[src/rtl/wb_pkg.sv]
// rtl/wb_pkg.sv - write-back source indices and load size codes
package wb_pkg;

  localparam int SRC_RD        = 0;
  localparam int SRC_SE1_32    = 1;
  localparam int SRC_MEMDATA   = 2;
  localparam int SRC_ALUOUT    = 3;
  localparam int SRC_LO        = 4;
  localparam int SRC_HI        = 5;
  localparam int SRC_REG227    = 6;
  localparam int SRC_LOADSIZE  = 7;
  localparam int SRC_ALUOUT_RD = 8;

  localparam logic [1:0] SZ_WORD = 2'b00;
  localparam logic [1:0] SZ_HALF = 2'b01;
  localparam logic [1:0] SZ_BYTE = 2'b10;

endpackage

[src/rtl/wb_fifo.sv]
// rtl/wb_fifo.sv - DEPTH-entry circular buffer with occupancy count and flush
module wb_fifo #(
  parameter int WIDTH = 37,
  parameter int DEPTH = 2
) (
  input  logic                       clk,
  input  logic                       reset_n,
  input  logic                       push,
  input  logic                       pop,
  input  logic                       flush,
  input  logic [WIDTH-1:0]           wdata,
  output logic [WIDTH-1:0]           rdata,
  output logic [$clog2(DEPTH+1)-1:0] count
);

  localparam int CW = $clog2(DEPTH + 1);
  localparam int PW = (DEPTH > 1) ? $clog2(DEPTH) : 1;
  localparam logic [PW-1:0] LAST = PW'(DEPTH - 1);

  logic [WIDTH-1:0] mem [DEPTH];
  logic [PW-1:0]    wr_ptr;
  logic [PW-1:0]    rd_ptr;

  // Explicit wrap so non-power-of-two depths never index past the array.
  function automatic logic [PW-1:0] next_ptr(input logic [PW-1:0] p);
    return (p == LAST) ? '0 : p + PW'(1);
  endfunction

  always_ff @(posedge clk or negedge reset_n) begin
    if (!reset_n) begin
      wr_ptr <= '0;
      rd_ptr <= '0;
      count  <= '0;
    end else if (flush) begin
      wr_ptr <= '0;
      rd_ptr <= '0;
      count  <= '0;
    end else begin
      if (push) wr_ptr <= next_ptr(wr_ptr);
      if (pop)  rd_ptr <= next_ptr(rd_ptr);
      if (push && !pop)      count <= count + CW'(1);
      else if (pop && !push) count <= count - CW'(1);
    end
  end

  always_ff @(posedge clk) begin
    if (push && !flush) mem[wr_ptr] <= wdata;
  end

  assign rdata = (count != '0) ? mem[rd_ptr] : '0;

endmodule

[src/rtl/wb_select_queue.sv]
// rtl/wb_select_queue.sv - indexed write-back source select feeding a valid/ready queue
// Optional load-size formatting of source LOAD_SRC when WB_LOADSIZE_EN is defined.
module wb_select_queue
  import wb_pkg::*;
#(
  parameter int DATA_W     = 32,
  parameter int NUM_SRC    = 9,
  parameter int SEL_W      = 4,
  parameter int DEPTH      = 2,
  parameter int REG_ADDR_W = 5,
  parameter int LOAD_SRC   = SRC_MEMDATA
) (
  input  logic                        clk,
  input  logic                        reset_n,
  input  logic                        in_valid,
  output logic                        in_ready,
  input  logic [SEL_W-1:0]            in_sel,
  input  logic [NUM_SRC*DATA_W-1:0]   in_src,
  input  logic [REG_ADDR_W-1:0]       in_rd,
  input  logic [1:0]                  in_size,
  input  logic                        in_unsigned,
  input  logic                        flush,
  output logic                        out_valid,
  input  logic                        out_ready,
  output logic [DATA_W-1:0]           out_data,
  output logic [REG_ADDR_W-1:0]       out_rd,
  output logic [$clog2(DEPTH+1)-1:0]  count,
  output logic                        sel_err
);

  localparam int CW = $clog2(DEPTH + 1);
  localparam logic [CW-1:0] DEPTH_C = CW'(DEPTH);

  logic [DATA_W-1:0] raw;
  logic [DATA_W-1:0] fmt;
  logic              sel_ok;
  logic              accept;
  logic              push;
  logic              pop;
  logic [DATA_W+REG_ADDR_W-1:0] head;

  always_comb begin
    raw    = '0;
    sel_ok = 1'b0;
    for (int k = 0; k < NUM_SRC; k++) begin
      if (in_sel == SEL_W'(k)) begin
        raw    = in_src[k*DATA_W +: DATA_W];
        sel_ok = 1'b1;
      end
    end
  end

`ifdef WB_LOADSIZE_EN
  always_comb begin
    fmt = raw;
    if (in_sel == SEL_W'(LOAD_SRC)) begin
      case (in_size)
        SZ_HALF: fmt = {{(DATA_W-16){~in_unsigned & raw[15]}}, raw[15:0]};
        SZ_BYTE: fmt = {{(DATA_W-8){~in_unsigned & raw[7]}}, raw[7:0]};
        default: fmt = raw;
      endcase
    end
  end
`else
  logic unused_load_ctl;
  assign unused_load_ctl = ^{in_size, in_unsigned, (LOAD_SRC == 0)};
  assign fmt = raw;
`endif

  assign in_ready  = (count < DEPTH_C);
  assign out_valid = (count != '0);
  assign accept    = in_valid & in_ready & ~flush;
  // Writes to $zero complete the handshake but never occupy a slot.
  assign push      = accept & (in_rd != '0);
  assign pop       = out_valid & out_ready & ~flush;

  always_ff @(posedge clk or negedge reset_n) begin
    if (!reset_n)              sel_err <= 1'b0;
    else if (accept && !sel_ok) sel_err <= 1'b1;
  end

  wb_fifo #(
    .WIDTH (DATA_W + REG_ADDR_W),
    .DEPTH (DEPTH)
  ) u_fifo (
    .clk     (clk),
    .reset_n (reset_n),
    .push    (push),
    .pop     (pop),
    .flush   (flush),
    .wdata   ({fmt, in_rd}),
    .rdata   (head),
    .count   (count)
  );

  assign out_data = head[DATA_W+REG_ADDR_W-1:REG_ADDR_W];
  assign out_rd   = head[REG_ADDR_W-1:0];

endmodule

[config.mk]
export PLATFORM = sky130hd
export DESIGN_NAME = wb_select_queue
export DESIGN_NICKNAME = d
export VERILOG_FILES = /design/src/rtl/wb_pkg.sv /design/src/rtl/wb_fifo.sv /design/src/rtl/wb_select_queue.sv
export SDC_FILE = /design/constraint.sdc
export NUM_CORES = 1
export LEC_CHECK = 0
export ABC_AREA = 1
export BUFFER_PORTS_ARGS = -buffer_cell sky130_fd_sc_hd__buf_2
export CORE_ASPECT_RATIO = 1.2
export CORE_UTILIZATION = 26
export DETAILED_ROUTE_END_ITERATION = 16
export GPL_ROUTABILITY_DRIVEN = 1
export PLACE_DENSITY_LB_ADDON = 0.3
export SETUP_SLACK_MARGIN = 0.2
export SLEW_MARGIN = 20
export SYNTH_ARGS = -nofsm -noshare
export SYNTH_HDL_FRONTEND = slang
export SYNTH_SLANG_ARGS = --single-unit
[constraint.sdc]
create_clock -name clk -period 2.9 [get_ports clk]
set_input_delay 0.58 -clock clk [delete_from_list [all_inputs] [get_ports clk]]
set_output_delay 0.58 -clock clk [all_outputs]
set_load 0.05 [all_outputs]
==> impl_metrics.csv <==
group,metric,value,unit
yosys,synth_seq_area_share,0.424,
min_path,holdCritPathClass,"in2async",
floorplanning,die_h,162,µm
routing,first_iter_violations,320,
routing,wl_per_cell,15.5,µm
cts,cts.sinks,79,
final_layout,final_cell_mix,"343 x buf_2, 313 x nand2_1, 100 x nand3_1",
final_layout,syn_to_final_growth,43.3,%
worst_setup_path,critPathLaunchType,"flip-flop",
final_layout,layout-drive-gt1-share,0.348,
place,dp.cells,1393,
cts,htree_levels,3,
worst_setup_path,cp.required,2.32,ns
yosys,yosysUniqueCellTypes,19,
final_layout,nets,1439,
floorplanning,io_pins,347,
yosys,synth_compound_area_frac,0.0830,
power,powerDensity,616,nW/µm²
grt,grt_overflow,0,
grt,grt_pass1_wl,32.6,mm
routing,routed_via_density,4.65,
place,dp_hpwl,17.0,mm
cts,numCtsBuffers,9,
yosys,synth_top_family_by_area,"simple AND/OR/NAND/NOR gates",
grt,grt_pass1_vias,5904,
floorplanning,die-area,21900,µm²
cts,root_buffer,"clkbuf_16",
yosys,synth_area,5530,µm²
worst_setup_path,cp_slowest_cell,"buf_4",
sta,whs,0.0628,ns
worst_setup_path,r2r_setup_slack,1.19,ns
yosys,synth_xor_area_frac,0,
sta,worstMarginPinSlew,0.641,ns
sta,fin_tns_setup,0,ns
floorplanning,fp-row-count,58,
cts,worst_skew_pair.late_latency,0.33,ns
grt,grt_max_degree,66,
yosys,ys_top_cells_by_area,"edfxtp_1 40%, nand2_1 21%, nand3_1 9.0%",
routing,antenna_left,0,
place,port_buffers,343,
worst_setup_path,worst_path_largest_cell_delay,0.39,ns
sta,setup_viol,0,
cts,cts_setup_buffers,0,
routing,wirelength,21.9,mm
worst_setup_path,crit_chain,"inv_1, buf_4, nand2_1, a21oi_1, buf_2",
cts,cts_tree,"yes",
yosys,synthMuxAreaShare,0,
routing,drc,0,
final_layout,final_cells,1410,
flow_run,max_cap_viol_count,0,
floorplanning,die_width,135,µm
yosys,synth_top_area_cell,"edfxtp_1",
yosys,ys_seq_elements,79,
sta,fmax,0.425,GHz
grt,grt_antenna_before_repair,1,
sta,rsz0062_at_grt,"no",
yosys,yosys_warnings,0,
yosys,synth_top_area_frac,0.402,
cts,clkTransAtPathRegs,0.06,ns
floorplanning,start_util,0.265,
sta,slew_viol_final,0,
power,p_leak,3.95,nW
routing,drt-pass1-iter-count,4,
sta,finalCritPeriodShare,0.811,
yosys,yosys.area_share.simple,0.398,
sta,skew,0.00564,ns
run_status,status,"finished, final reports clean",
final_layout,final_common_cell,"buf_2",
power,ir_worst_vdd,0.698,mV
cts,cts_resized,0,
place,gp_congestion,0.907,
sta,max_slew_margin,0.572,
routing,dr_total_vias,6562,
cts,clockBufferDepth,2,
yosys,syn_area_per_cell,6.81,µm²
grt,grt_use_total,0.196,
yosys,synthesis.nets,1117,
yosys,synthCells,812,
worst_setup_path,end_kind,"output port",
floorplanning,core,20900,µm²
worst_setup_path,cp_max_fo,39,
sta,period_minus_slack,2.35,ns
worst_setup_path,critPathKind,"reg2out",
yosys,synth_adder_area_share,0,
cts,holdBufCountCts,0,
sta,hold_viol,0,
worst_setup_path,crit_arrival,1.77,ns
-- critical path, delay by kind of cell (launching register included) --
family / cells / cell delay, ns
AOI/OAI and AO/OA: 1 / 0.23
buffers and inverters: 3 / 0.75
DFF: 1 / 0.37
and+or+nand+nor: 1 / 0.09
-- logic make-up (layout without fill, tap and decap cells) --
logic type             after synthesis  after routing
and+or+nand+nor                    525            525
other                                0              1
buffers and inverters              133            460
DFF                                 79             79
AOI/OAI and AO/OA                   75             75
-- layer usage --
layer,track usage,vias up,share of wire
li1,-,3310,-
met1,0.267,2959,0.43
met2,0.328,274,0.50
met3,0.0253,19,0.064
met4,0.0434,0,0.013
met5,0,-,0
-- final cells by class --
type | count | area, µm²
Fill cell | 2234 | 13000
Multi-Input combinational cell | 600 | 2710
Sequential cell | 79 | 2350
Timing Repair Buffer | 364 | 1920
Tap cell | 270 | 338
Inverter | 80 | 300
Clock buffer | 10 | 239
Clock inverter | 6 | 60.1
Antenna cell | 1 | 2.50
-- worst paths after layout --
kind / endpoint / start / cells after the start
hold reg to reg: sel_err$_DFFE_PN0P_ / sel_err$_DFFE_PN0P_ / 1
max in group asynchronous: u_fifo.wr_ptr$_DFFE_PN0P_ / reset_n / 1
setup reg to reg: u_fifo.count[0]$_DFFE_PN0P_ / u_fifo.count[1]$_DFFE_PN0P_ / 9
hold / removal: u_fifo.count[0]$_DFFE_PN0P_ / reset_n / 1
min in group clk: u_fifo.mem[0][2]$_DFFE_PP_ / in_rd[2] / 1
setup / recovery: out_data[31] / u_fifo.rd_ptr$_DFFE_PN0P_ / 5
-- flip-flops by register name (all words and copies together) (netlist names) --
| name | count |
|---|---|
| u_fifo.rd_ptr | 1 |
| u_fifo.wr_ptr | 1 |
| u_fifo.mem | 74 |
| sel_err | 1 |
| u_fifo.count | 2 |
-- report_power, final --
group	switching (mW)	internal, mW	total (mW)
Combinational	1.79	0.554	2.35
Clock	0.415	0.684	1.10
Sequential	0.0486	1.39	1.44
Total	2.26	2.63	4.88
-- cell usage after synthesis --
cell	number
nand2_1	313
nand3_1	100
inv_1	76
edfxtp_1	74
nor2_1	73
a21oi_1	37
nand4_1	32
o211ai_1	32
clkbuf_1	31
buf_2	14
buf_1	7
dfrtp_1	5
o21ai_0	5
inv_2	4
nor2_2	3
nor3_2	3
a31o_2	1
buf_4	1
nor3_1	1
-- stage by stage --
step | area [µm²] | power, mW | util | setup WS [ns]
floorplan | 5530 | 3.02 | - | -0.0566
global placement | 7620 | 3.80 | 0.365 | 0.505
detailed placement | 7620 | 3.82 | 0.365 | 0.503
CTS | 7920 | 4.93 | 0.379 | 0.515
global route | 7930 | 5.12 | 0.379 | 0.414
finish | 7930 | 4.88 | 0.379 | 0.548
No activity file was read; power rests on OpenSTA's default activity.
